$ cat config.mk
export PLATFORM = sky130hd
export DESIGN_NAME = data_bus_arbiter
export DESIGN_NICKNAME = d
export VERILOG_FILES = /design/src/rtl/bus_pkg.sv /design/src/rtl/bus_slave_mux.sv /design/src/rtl/data_bus_arbiter.sv
export SDC_FILE = /design/constraint.sdc
export NUM_CORES = 1
export LEC_CHECK = 0
export BUFFER_PORTS_ARGS = -buffer_cell sky130_fd_sc_hd__buf_2
export CORE_AREA = 4 4 152 154
export DETAILED_ROUTE_END_ITERATION = 8
export DIE_AREA = 0 0 156 158
export PLACE_DENSITY = 0.46
export SLEW_MARGIN = 10
export SYNTH_ARGS = -nofsm -noshare
export SYNTH_HDL_FRONTEND = slang
export SYNTH_SLANG_ARGS = --single-unit
$ cat constraint.sdc
create_clock -name clk -period 4.1 [get_ports clk]
set_clock_uncertainty 0.1 [all_clocks]
set_input_delay 0.205 -clock clk [delete_from_list [all_inputs] [get_ports clk]]
set_output_delay 0.205 -clock clk [all_outputs]
set_load 0.02 [all_outputs]
$ cat src/rtl/bus_pkg.sv
// Shared definitions for the data-side bus arbiter: FSM state encoding,
// address-map constants and burst counter helpers.
package bus_pkg;

    typedef enum logic [1:0] {
        IDLE = 2'd0,
        OWN0 = 2'd1,
        OWN1 = 2'd2
    } arb_state_t;

    localparam int unsigned SEL_BIT_DEF = 30;
    localparam int unsigned BURST_W     = 8;

    localparam logic [31:0] DMEM_BASE   = 32'h0000_0000;
    localparam logic [31:0] PERIPH_BASE = 32'h4000_0000;

    // Saturating increment for the per-owner burst counter.
    function automatic logic [BURST_W-1:0] burst_inc(
        input logic [BURST_W-1:0] cnt,
        input logic [BURST_W-1:0] max
    );
        return (cnt >= max) ? max : BURST_W'(cnt + 1'b1);
    endfunction

endpackage

$ cat src/rtl/bus_slave_mux.sv
// Combinational routing of the owning master onto DataMemory or Peripheral,
// selected by one address bit; strobes and read data are gated by the ack.
module bus_slave_mux
    import bus_pkg::*;
#(
    parameter int unsigned ADDR_W  = 32,
    parameter int unsigned DATA_W  = 32,
    parameter int unsigned SEL_BIT = SEL_BIT_DEF
) (
    input  logic [1:0]        state,
    input  logic              m0_req,
    input  logic              m0_rd,
    input  logic              m0_wr,
    input  logic [ADDR_W-1:0] m0_addr,
    input  logic [DATA_W-1:0] m0_wdata,
    output logic              m0_ack,
    output logic [DATA_W-1:0] m0_rdata,
    input  logic              m1_req,
    input  logic              m1_rd,
    input  logic              m1_wr,
    input  logic [ADDR_W-1:0] m1_addr,
    input  logic [DATA_W-1:0] m1_wdata,
    output logic              m1_ack,
    output logic [DATA_W-1:0] m1_rdata,
    output logic              mem_rd,
    output logic              mem_wr,
    output logic [ADDR_W-1:0] mem_addr,
    output logic [DATA_W-1:0] mem_wdata,
    input  logic [DATA_W-1:0] mem_rdata,
    output logic              per_rd,
    output logic              per_wr,
    output logic [ADDR_W-1:0] per_addr,
    output logic [DATA_W-1:0] per_wdata,
    input  logic [DATA_W-1:0] per_rdata
);

    logic              sel_ack;
    logic              sel_rd;
    logic              sel_wr;
    logic [ADDR_W-1:0] sel_addr;
    logic [DATA_W-1:0] sel_wdata;
    logic [DATA_W-1:0] sel_rdata;
    logic              to_per;

    // Pick the owning master's request; nothing is forwarded in IDLE.
    always_comb begin
        sel_ack   = 1'b0;
        sel_rd    = 1'b0;
        sel_wr    = 1'b0;
        sel_addr  = '0;
        sel_wdata = '0;
        case (state)
            OWN0: begin
                sel_ack   = m0_req;
                sel_rd    = m0_rd;
                sel_wr    = m0_wr;
                sel_addr  = m0_addr;
                sel_wdata = m0_wdata;
            end
            OWN1: begin
                sel_ack   = m1_req;
                sel_rd    = m1_rd;
                sel_wr    = m1_wr;
                sel_addr  = m1_addr;
                sel_wdata = m1_wdata;
            end
            default: begin
                sel_ack = 1'b0;
            end
        endcase
    end

    assign to_per    = sel_addr[SEL_BIT];
    assign sel_rdata = to_per ? per_rdata : mem_rdata;

    assign m0_ack   = (state == OWN0) && m0_req;
    assign m1_ack   = (state == OWN1) && m1_req;
    assign m0_rdata = m0_ack ? sel_rdata : '0;
    assign m1_rdata = m1_ack ? sel_rdata : '0;

    // Both rd and wr are forwarded when set together; the slave gives the write priority.
    assign mem_rd    = sel_ack && sel_rd && !to_per;
    assign mem_wr    = sel_ack && sel_wr && !to_per;
    assign per_rd    = sel_ack && sel_rd && to_per;
    assign per_wr    = sel_ack && sel_wr && to_per;
    assign mem_addr  = sel_addr;
    assign mem_wdata = sel_wdata;
    assign per_addr  = sel_addr;
    assign per_wdata = sel_wdata;

endmodule

$ cat src/rtl/data_bus_arbiter.sv
// Two-master data bus arbiter (CPU = master 0, DMA = master 1) with burst fairness.
// Define ARB_CPU_PRIORITY_EN to let the CPU win ties and preempt DMA bursts.
module data_bus_arbiter
    import bus_pkg::*;
#(
    parameter int unsigned ADDR_W    = 32,
    parameter int unsigned DATA_W    = 32,
    parameter int unsigned MAX_BURST = 8,
    parameter int unsigned SEL_BIT   = SEL_BIT_DEF
) (
    input  logic              clk,
    input  logic              reset,
    input  logic              m0_req,
    input  logic              m0_rd,
    input  logic              m0_wr,
    input  logic [ADDR_W-1:0] m0_addr,
    input  logic [DATA_W-1:0] m0_wdata,
    output logic              m0_ack,
    output logic [DATA_W-1:0] m0_rdata,
    output logic              cpu_stall,
    input  logic              m1_req,
    input  logic              m1_rd,
    input  logic              m1_wr,
    input  logic [ADDR_W-1:0] m1_addr,
    input  logic [DATA_W-1:0] m1_wdata,
    output logic              m1_ack,
    output logic [DATA_W-1:0] m1_rdata,
    output logic              mem_rd,
    output logic              mem_wr,
    output logic [ADDR_W-1:0] mem_addr,
    output logic [DATA_W-1:0] mem_wdata,
    input  logic [DATA_W-1:0] mem_rdata,
    output logic              per_rd,
    output logic              per_wr,
    output logic [ADDR_W-1:0] per_addr,
    output logic [DATA_W-1:0] per_wdata,
    input  logic [DATA_W-1:0] per_rdata,
    output logic [1:0]        owner
);

    localparam logic [BURST_W-1:0] BURST_MAX  = BURST_W'(MAX_BURST);
    localparam logic [BURST_W-1:0] BURST_LAST = BURST_W'(MAX_BURST - 1);

    arb_state_t         state;
    arb_state_t         state_nx;
    logic               last_gnt;
    logic               last_gnt_nx;
    logic [BURST_W-1:0] burst_cnt;
    logic [BURST_W-1:0] burst_cnt_nx;
    logic               burst_done;
    logic               acked;

    // The counter saturates at MAX_BURST, so the hand-over test uses >= to stay live.
    assign burst_done = burst_cnt >= BURST_LAST;
    assign acked      = m0_ack || m1_ack;

    always_comb begin
        state_nx     = state;
        last_gnt_nx  = last_gnt;
        burst_cnt_nx = burst_cnt;
        case (state)
            IDLE: begin
                if (m0_req && m1_req) begin
`ifdef ARB_CPU_PRIORITY_EN
                    state_nx = OWN0;
`else
                    state_nx = last_gnt ? OWN0 : OWN1;
`endif
                end else if (m0_req) begin
                    state_nx = OWN0;
                end else if (m1_req) begin
                    state_nx = OWN1;
                end
            end
            OWN0: begin
                if (!m0_req) begin
                    state_nx = m1_req ? OWN1 : IDLE;
                end else if (m1_req && burst_done) begin
                    state_nx = OWN1;
                end
            end
            OWN1: begin
                if (!m1_req) begin
                    state_nx = m0_req ? OWN0 : IDLE;
`ifdef ARB_CPU_PRIORITY_EN
                end else if (m0_req) begin
`else
                end else if (m0_req && burst_done) begin
`endif
                    state_nx = OWN0;
                end
            end
            default: begin
                state_nx = IDLE;
            end
        endcase

        // A new owner starts a fresh burst; IDLE keeps the last grant for round robin.
        if (state_nx != state) begin
            burst_cnt_nx = '0;
            if (state_nx != IDLE) begin
                last_gnt_nx = (state_nx == OWN1);
            end
        end else if (acked) begin
            burst_cnt_nx = burst_inc(burst_cnt, BURST_MAX);
        end
    end

    always_ff @(posedge clk or negedge reset) begin
        if (!reset) begin
            state     <= IDLE;
            last_gnt  <= 1'b1;
            burst_cnt <= '0;
        end else begin
            state     <= state_nx;
            last_gnt  <= last_gnt_nx;
            burst_cnt <= burst_cnt_nx;
        end
    end

    assign owner     = {state == OWN1, state == OWN0};
    assign cpu_stall = m0_req && !m0_ack;

    bus_slave_mux #(
        .ADDR_W  (ADDR_W),
        .DATA_W  (DATA_W),
        .SEL_BIT (SEL_BIT)
    ) u_mux (
        .state     (state),
        .m0_req    (m0_req),
        .m0_rd     (m0_rd),
        .m0_wr     (m0_wr),
        .m0_addr   (m0_addr),
        .m0_wdata  (m0_wdata),
        .m0_ack    (m0_ack),
        .m0_rdata  (m0_rdata),
        .m1_req    (m1_req),
        .m1_rd     (m1_rd),
        .m1_wr     (m1_wr),
        .m1_addr   (m1_addr),
        .m1_wdata  (m1_wdata),
        .m1_ack    (m1_ack),
        .m1_rdata  (m1_rdata),
        .mem_rd    (mem_rd),
        .mem_wr    (mem_wr),
        .mem_addr  (mem_addr),
        .mem_wdata (mem_wdata),
        .mem_rdata (mem_rdata),
        .per_rd    (per_rd),
        .per_wr    (per_wr),
        .per_addr  (per_addr),
        .per_wdata (per_wdata),
        .per_rdata (per_rdata)
    );

endmodule

==> results of run 1 <==
cell usage in the layout (no fill, tap or decap), types with 3 or more instances in the layout:
| cell | n |
|---|---|
| buf_2 | 400 |
| nand3_1 | 5 |
| a31oi_1 | 4 |
| o21ai_0 | 3 |
| o22ai_1 | 3 |
| buf_4 | 7 |
| mux2i_1 | 32 |
| nand3b_1 | 4 |
| clkbuf_16 | 3 |
| inv_1 | 7 |
| ha_1 | 3 |
| nor2_1 | 77 |
| nand2_1 | 10 |
| nor2b_1 | 66 |
| nor3_1 | 7 |
| a22oi_1 | 66 |
| dfrtp_1 | 10 |
| a21oi_1 | 6 |
kinds of logic (layout without fill, tap and decap cells):
group,Yosys count,count (layout)
compound gates,100,100
xor+xnor,2,2
fa+ha+maj,6,6
buf+inv,112,421
flops,11,11
mux,32,32
simple gates,183,183
cells in the mapped netlist (all sizes together) (2+ instances only):
library cell	n
nand3b	4
buf	83
and3	2
nor2	77
mux2i	32
o21ai	3
a21oi	6
nor3	8
nand2	13
o221ai	2
o211ai	2
clkbuf	20
ha	6
a21boi	2
a31oi	4
xnor2	2
inv	9
dfrtp	10
nor2b	66
a22oi	66
o22ai	3
a211oi	2
nor4b	3
nand3	5
per-layer routing:
layer | GRT usage [%] | up-vias
li1 | - | 2109
met2 | 21.23 | 293
met4 | 2.543 | 0
met1 | 14.32 | 1963
met3 | 1.941 | 14
met5 | 0 | -
power breakdown:
group | switching (W) | internal [W] | total, W
registers | 0.0000518 | 0.000135 | 0.000187
clock network | 0.0000524 | 0.000131 | 0.000183
logic | 0.00186 | 0.000992 | 0.00286
what timing repair did:
item                       4_1_cts  5_1_grt
hold endpoints to repair        10        0
hold buffers                     1        0
buffers inserted                 0        0
resized for setup                0        0
setup endpoints to repair        0        0
layout make-up:
cell class	instances	area, um2
Fill cell	2437	16730
Multi-Input combinational cell	323	2153
Timing Repair Buffer	408	2064
Tap cell	280	350.3
Sequential cell	11	276.5
Clock buffer	4	78.83
Inverter	9	33.78
worst max-delay path: stages (launching register included):
cell      delay, ps
dfrtp_1         600
inv_1           190
ha_4            210
a22oi_1         210
nand2b_2        360
buf_4           450
mux2i_1         320
nor2_1           80
buf_2           170
flip-flops by register name, indices dropped and copies added (netlist names):
signal     cells
burst_cnt      8
state          2
last_gnt       1
worst paths after layout:
| path | to | slack, ps | cells after the start |
|---|---|---|---|
| max | m1_rdata[14] | 950 | 8 |
| min | burst_cnt[3] | 280 | 2 |
| max reg2reg | burst_cnt[7] | 1220 | 9 |
| min reg2reg | burst_cnt[4] | 480 | 2 |
| max in group asynchronous | last_gnt | 3350 | 2 |
| min in group clk | burst_cnt[4] | 480 | 2 |
metrics by stage:
stage               utilization (%)  area [um2]  std cells  worst slack [ps]  hold WS (ps)
detailed placement            22.45        4868       1030              1136         1.069
global placement              22.45        4868       1030              1176        -1.258
CTS                           22.86        4957       1035             872.8         284.4
floorplan                         -        3080        446              1373        -190.6
global route                  22.86        4957       1035             646.2         311.2
finish                        22.86        4957       1035             945.0         275.6
==> run_results.csv, run 1 <==
group,metric,value,unit
run_status,status,"complete, no violations",
sta,fin_tns_setup,0,ps
final_layout,nets,962,
clock_network,cts_tree,"done",
drt,drtIter0Drc,365,
drt,dr_wl_met2,8272,um
sta,max_slew_margin,39.89,%
global_route,grt_antenna_before_repair,0,
synth,synth.area.top_cells,"a22oi_1 (16%), buf_4 (16%), nor2b_1 (13%)",
critical_path,crit_type,"register to output pin",
sta,tightest_slew,898.4,ps
synth,synth_edf_count,0,
synth,yosysTopAreaCell,"a22oi_1",
drt,avgViaCountPerCell,4.231,
sta,fin_crit_sh,76.95,%
synth,synth_top_family_by_area,"simple AND/OR/NAND/NOR gates",
critical_path,required,3800,ps
critical_path,crit_arrival,2850,ps
sta,setup_violations,0,
power_and_ir_drop,power.leakage,2.986,nW
placement,detailed_place_hpwl,14140,um
synth,synthXorXnorAreaFrac,0.5686,%
floorplanning,core_area,0.02169,mm2
global_route,grt_overflow,0,
power_and_ir_drop,power,0.003227,W
placement,gp_congestion,0.8016,
synth,synthMuxAreaShare,10.40,%
sta,fmax,317.0,MHz
synth,synthDistinctLibCells,49,
synth,synthArstFlopShare,100.0,%
hold_path,min_path_type,"primary input to asynchronous set/reset pin",
floorplanning,io_pins,401,
clock_network,clkLatencyLatePin,240,ps
synth,synthAdderAreaFrac,2.437,%
floorplanning,die_h,158,um
critical_path,setup.worst_path.start_class,"register",
floorplanning,die_width,156,um
drt,routedWlPerCell,16.26,um
critical_path,timing.critical_path.from,"state[0]",
critical_path,cp_max_fo,26,
synth,synthFlopType,"dfrtp_1",
clock_network,cts_buffer_depth,2,
critical_path,r2r-start,"state[0]",
clock_network,htreeDepth,1,
clock_network,cts.sink_count,11,
flow_run,cap_viol_max_count,0,
synth,netlist_area,0.003080,mm2
drt,drt-met1-wl,6563,um
synth,synth_fp_nets,652,
drt,drt-pass1-iter-count,5,
drt,ant_nets,0,
sta,maxSlewViolCount,0,
synth,yosys_register_bits,11,
floorplanning,start_util,14.20,%
global_route,grt_max_degree,65,
drt,post-route-drc-count,0,
sta,finalHoldViolations,0,
final_layout,drive_gt1_share,56.69,%
synth,yosysWarnings,0,
floorplanning,rows,54,
sta,rsz0062_at_grt,"false",
clock_network,clk_pin_slew,50,ps
power_and_ir_drop,p_per_area,651.0,mW/mm2
synth,netlist.area_leader.share,16.08,%
drt,vias,4379,
final_layout,syn2layout_area_growth,60.93,%
placement,portBuffers,400,
synth,yosysSeqAreaShare,8.976,%
clock_network,root_buffer,"clkbuf_16",
final_layout,antenna_cells,0,
sta,period_needed,3155,ps
critical_path,cp-end-kind,"output pin",
global_route,grt_pass1_vias,4098,
drt,met3WireLength,1739,um
synth,synth_compound_area_share,24.57,%
synth,syn_avg_cell_area,6.907,um2
global_route,grt_pass1_wl,22940,um
drt,top_layer_used,"met4",
drt,wl,16830,um
floorplanning,dieArea,0.02465,mm2
synth,synthSimpleGateAreaFrac,30.95,%
global_route,track_usage,11.63,%
power_and_ir_drop,max-vdd-ir-drop,0.3242,mV
clock_network,cts_made_buffers,3,
synth,syn_inst,446,
Power figures use the tool's default switching activity.
==> inputs of run 2 (changes only) <==
ABC_AREA = 1   (was default)
CORE_AREA = 4 4 153 155   (was 4 4 152 154)
DIE_AREA = 0 0 157 159   (was 0 0 156 158)
clock period = 2.9 ns   (was 4.1 ns; I/O delays follow)
==> run_results.csv, run 2 <==
group,metric,value,unit
sta,maxSlewViolCount,0,
power_and_ir_drop,max-vdd-ir-drop,0.5921,mV
clock_network,root_buffer,"clkbuf_16",
critical_path,r2r_end,"last_gnt",
synth,synth_fp_nets,700,
synth,yosysTopAreaCell,"nand2_1",
global_route,gr-usage-met2,24.53,%
power_and_ir_drop,p_per_area,899.8,mW/mm2
global_route,grt_overflow,0,
sta,fin_tns_setup,0,ps
synth,syn_avg_cell_area,5.681,um2
drt,wl,17390,um
final_layout,multi_input_area,0.001851,mm2
global_route,grt_max_degree,47,
global_route,grt.busiest_layer,"met2",
synth,synthArstFlopShare,100.0,%
floorplanning,die_h,159,um
synth,synthDistinctLibCells,25,
final_layout,antenna_cells,0,
run_status,status,"complete, no violations",
placement,gp_congestion,0.8481,
synth,synth_common_cells,"nand2_1 (145), nor2_1 (88), a21oi_1 (68), buf_4 (64), mux2i_1 (32)",
hold_path,min_path_type,"primary input to asynchronous set/reset pin",
clock_network,cts.sink_count,11,
placement,portBuffers,400,
floorplanning,dieArea,0.02496,mm2
critical_path,ff2ff_path_depth,15,
synth,synthFlopType,"dfrtp_1",
critical_path,cp_max_fo,18,
placement,detailed_place_hpwl,14920,um
critical_path,r2r-start,"state[0]",
global_route,grt_antenna_before_repair,3,
final_layout,largest_reg_flops,8,
critical_path,setup.worst_path.start_class,"register",
final_layout,nets,1020,
synth,yosys_register_bits,11,
clock_network,clk_pin_slew,40,ps
drt,ant_nets,0,
critical_path,slowest_delay,460,ps
critical_path,cp_slowest_cell,"dfrtp_1",
critical_path,crit_arrival,2510,ps
global_route,grt_pass1_vias,4433,
critical_path,cp.buffers_inverters,3,
final_layout,syn2layout_area_growth,68.52,%
clock_network,cts_made_buffers,3,
synth,syn_inst,494,
sta,period_needed,2750,ps
clock_network,cts_tree,"done",
critical_path,cp-end-kind,"output pin",
final_layout,fillCellCount,2539,
drt,post-route-drc-count,0,
sta,fmax,363.6,MHz
sta,tightest_slew,470.7,ps
critical_path,cp_cell_sequence,"inv_1 -> ha_2 -> a22o_1 -> nand2_4 -> buf_12 -> mux2i_1 -> nor2_1 -> buf_2",
global_route,grt.met1_usage,13.76,%
critical_path,regToRegSetupSlack,560,ps
clock_network,clkLatencyLatePin,240,ps
final_layout,drive_gt1_share,53.87,%
final_layout,fin_util,21.67,%
drt,routedWlPerCell,15.91,um
clock_network,htreeDepth,1,
synth,yosysWarnings,0,
floorplanning,rows,54,
final_layout,reg_top3,"burst_cnt x8, state x2, last_gnt x1",
drt,avgViaCountPerCell,3.972,
final_layout,seq_area,276.5,um2
critical_path,crit_family,"buffers and inverters",
synth,netlist.area_leader.share,19.39,%
sta,fin_crit_sh,94.84,%
synth,synth.area.top_cells,"nand2_1 (19%), buf_4 (17%), a21oi_1 (12%)",
global_route,grt_pass1_wl,25010,um
power_and_ir_drop,power.leakage,3.013,nW
sta,rsz0062_at_grt,"false",
synth,synth_edf_count,0,
drt,vias,4341,
final_layout,final_cell_mix,"buf_2 (400), nand2_1 (145), nor2_1 (88)",
sta,max_slew_margin,68.62,%
synth,yosysSeqAreaShare,9.853,%
critical_path,crit_type,"register to output pin",
drt,drtIter0Drc,252,
sta,finalHoldViolations,0,
drt,drt-pass1-iter-count,7,
floorplanning,core_area,0.02182,mm2
synth,netlist_area,0.002806,mm2
clock_network,cts_buffer_depth,2,
global_route,track_usage,12.61,%
floorplanning,start_util,12.86,%
global_route,grt_use_met3,2.419,%
final_layout,layout_commonest_cell,"buf_2",
flow_run,cap_viol_max_count,0,
floorplanning,io_pins,401,
critical_path,required,2650,ps
sta,setup_violations,0,
floorplanning,die_width,157,um
synth,synth.most_common_cell,"nand2_1",
final_layout,top_register,"burst_cnt",
-- run 2: worst reg2reg max path: cells and delay by family, from the launching register on --
family	cells	cell delay [ps]
compound gates	1	70
buf+inv	3	650
simple gates	10	780
fa+ha+maj	1	230
flops	1	430
-- run 2: metrics by stage --
step                      cell area (um2)  worst slack [ps]  instances  hold WS, ps  total power [W]
after floorplan                      2806             475.9        494       -250.6         0.003018
after global placement               4632             397.8       1088       -76.72         0.004108
after detailed placement             4632             419.4       1088       -74.69         0.004071
after CTS                            4722             149.8       1093        227.6         0.004342
after global routing                 4730             4.895       1093        232.9         0.004609
final                                4730             149.8       1093        211.8         0.004256
-- run 2: power by group --
group	switching (W)	leakage, nW	internal (W)
clock	0.0000688	0.0409	0.000183
sequential	0.0000349	0.147	0.000187
combinational	0.00267	2.82	0.00112
total	0.00277	3.01	0.00149
-- run 2: worst max-delay path by stage --
| stage | from | end | slack (ps) | depth (start not counted) |
|---|---|---|---|---|
| 2_1_floorplan | state[1] | per_addr[0] | 480 | 8 |
| 3_3_place_gp | state[1] | m1_rdata[0] | 400 | 8 |
| 3_5_place_dp | state[1] | m1_rdata[0] | 420 | 8 |
| 4_1_cts | state[1] | m1_rdata[0] | 150 | 8 |
| 5_1_grt | state[1] | m1_rdata[0] | 5 | 8 |
| 6_report | state[1] | m1_rdata[0] | 150 | 8 |
-- run 2: cell families after synthesis --
logic type | count (synthesis) | synth area share [%]
fa+ha+maj | 6 | 2.675
simple gates | 255 | 36.51
buf+inv | 112 | 24.52
compound gates | 78 | 15.03
flops | 11 | 9.853
mux | 32 | 11.41
-- run 2: cell type report --
cell class,instances,share of cell area [%]
flip-flops and latches,11,5.847
repair buffers,410,44.58
clock inverters,1,0.1058
well taps,280,7.407
clock buffers,3,1.587
inverters,17,1.349
multi-input cells,371,39.13
-- run 2: routing by layer --
layer / part of all wire, % / wire length [um] / vias to the layer above
met2: 51 / 8930 / 270
met5: 0 / 0 / -
met4: 2.1 / 371 / 0
li1: - / - / 2136
met3: 11 / 1840 / 22
met1: 36 / 6244 / 1913
-- run 2: repair_timing --
item	4_1_cts	5_1_grt
hold buffers	1	0
gates resized for setup	0	2
setup endpoints to repair	0	3
buffers inserted	0	0
hold endpoints to repair	11	0
==> inputs of run 3 (changes only) <==
CTS_BUF_LIST = sky130_fd_sc_hd__clkbuf_2 sky130_fd_sc_hd__clkbuf_4 sky130_fd_sc_hd__clkbuf_8   (was default)
GPL_TIMING_DRIVEN = 0   (was default)
PLACE_DENSITY = 0.39   (was 0.46)
==> run_results.csv, run 3 (synthesis gave the netlist of run 2 again) <==
group,metric,value,unit
run_status,status,"complete, no violations",
global_route,grt_antenna_before_repair,0,
global_route,grt_overflow,0,
critical_path,crit_arrival,2520,ps
drt,routedWlPerCell,16.06,um
placement,gp_congestion,0.8142,
drt,post-route-drc-count,0,
floorplanning,core_area,0.02182,mm2
drt,wl,18920,um
sta,maxSlewViolCount,0,
critical_path,r2r-start,"state[0]",
sta,fin_crit_sh,95.41,%
placement,portBuffers,399,
drt,avgViaCountPerCell,3.831,
critical_path,cp_cell_sequence,"inv_1 -> ha_1 -> buf_2 -> a22o_1 -> nand2_4 -> buf_6 -> mux2i_1 -> nor2_1 -> buf_2",
drt,drtIter0Drc,232,
sta,tightest_slew,584.2,ps
power_and_ir_drop,max-vdd-ir-drop,0.2812,mV
final_layout,nets,1105,
clock_network,clkLatencyLatePin,240,ps
floorplanning,rows,54,
critical_path,crit_top_cell,"buf_2",
drt,vias,4513,
floorplanning,start_util,12.86,%
sta,fmax,361.4,MHz
global_route,grt_pass1_vias,4501,
critical_path,crit_type,"register to output pin",
critical_path,ff2ff_path_depth,12,
floorplanning,dieArea,0.02496,mm2
flow_run,cap_viol_max_count,0,
global_route,track_usage,13.68,%
sta,rsz0062_at_grt,"false",
critical_path,setup.worst_path.start_class,"register",
floorplanning,io_pins,401,
critical_path,cp-end-kind,"output pin",
clock_network,htreeDepth,1,
power_and_ir_drop,p_per_area,887.3,mW/mm2
final_layout,final_cell_count_no_fill,1178,
critical_path,required,2650,ps
clock_network,cts_made_buffers,3,
critical_path,cp_max_fo,10,
final_layout,largest_reg_flops,8,
global_route,grt_max_degree,12,
final_layout,top_register,"burst_cnt",
clock_network,cts.sink_count,11,
final_layout,drive_gt1_share,56.46,%
drt,drt-pass1-iter-count,4,
critical_path,slowest_delay,460,ps
final_layout,layout_commonest_cell,"buf_2",
critical_path,r2r_end,"last_gnt",
sta,finalHoldViolations,0,
clock_network,clk_pin_slew,50,ps
clock_network,root_buffer,"clkbuf_8",
sta,max_slew_margin,61.05,%
critical_path,cp_slowest_cell,"dfrtp_1",
final_layout,reg_top3,"burst_cnt x8, state x2, last_gnt x1",
drt,ant_nets,0,
clock_network,cts_buffer_depth,2,
sta,period_needed,2767,ps
power_and_ir_drop,power.leakage,3.391,nW
floorplanning,die_h,159,um
critical_path,regToRegSetupSlack,740,ps
final_layout,final_cell_mix,"buf_2 (408), nand2_1 (145), nor2_1 (88)",
final_layout,syn2layout_area_growth,86.49,%
placement,dp.cells,1173,
floorplanning,die_width,157,um
global_route,grt_pass1_wl,26800,um
sta,fin_tns_setup,0,ps
clock_network,cts_tree,"done",
hold_path,min_path_type,"primary input to asynchronous set/reset pin",
sta,setup_violations,0,
placement,detailed_place_hpwl,16630,um
clock_network,cts_setup_buffers,0,
final_layout,antenna_cells,0,
-- run 3: cell count changes in the layout (fill, tap and decap cells not counted), sizes merged --
cell / delta
buf: +69
clkbuf: +17
clkinv: -1
-- run 3: critical path, delay by kind of cell, from the launching register on --
| kind | cells | cell delay [ps] |
|---|---|---|
| buf+inv | 4 | 690 |
| flops | 1 | 460 |
| mux | 1 | 410 |
| compound gates | 1 | 260 |
| simple gates | 2 | 240 |
| fa+ha+maj | 1 | 220 |
-- run 3: how the worst max path moves through the flow --
stage                                to  cells past startpoint  startpoint  slack, ps
after floorplan             per_addr[0]                      8    state[1]        480
after global placement    per_wdata[31]                      9    state[1]         30
after detailed placement  per_wdata[31]                      8    state[0]         90
after CTS                  per_wdata[8]                      9    state[1]         40
after global routing       m0_rdata[12]                      9    state[1]         10
final                      m1_rdata[12]                      9    state[1]        130
-- run 3: per-layer routing --
metal / up-vias / track usage, % / wire length (um)
met5: - / 0 / 0
met4: 0 / 3.037 / 418
met3: 18 / 2.555 / 1716
met2: 261 / 26.72 / 9843
met1: 1932 / 14.99 / 6942
li1: 2302 / - / -
-- run 3: layout make-up --
class / instances / area (um2)
Fill cell: 2577 / 16590
Timing Repair Buffer: 400 / 2007
Multi-Input combinational cell: 371 / 1846
Buffer: 95 / 641.9
Tap cell: 280 / 350.3
Sequential cell: 11 / 276.5
Inverter: 17 / 63.81
Clock buffer: 4 / 48.80
-- run 3: timing repair --
item | CTS | global route
hold buffers | 1 | 0
pin swaps | 0 | 0
endpoints found under the setup margin | 31 | 45
gates cloned | 0 | 0
hold endpoints to repair | 11 | 0
resized for setup | 11 | 3
-- run 3: where the power goes --
| group | internal (W) | switching (W) |
|---|---|---|
| Combinational | 0.00145 | 0.00280 |
| Sequential | 0.000186 | 0.0000368 |
| Clock | 0.000106 | 0.0000596 |
| Total | 0.00174 | 0.00290 |
-- run 3: stage by stage --
stage	setup WS, ps	area (um2)	utilization [%]	power (W)	hold WS (ps)
after CTS	36.54	5230	23.97	0.004738	220.2
after detailed placement	86.69	5154	23.62	0.004526	-59.61
after global placement	34.29	5154	23.62	0.004575	-60.24
after floorplan	475.9	2806	-	0.003018	-250.6
final	133.2	5234	23.98	0.004644	209.0
after global routing	12.08	5234	23.98	0.005041	260.9
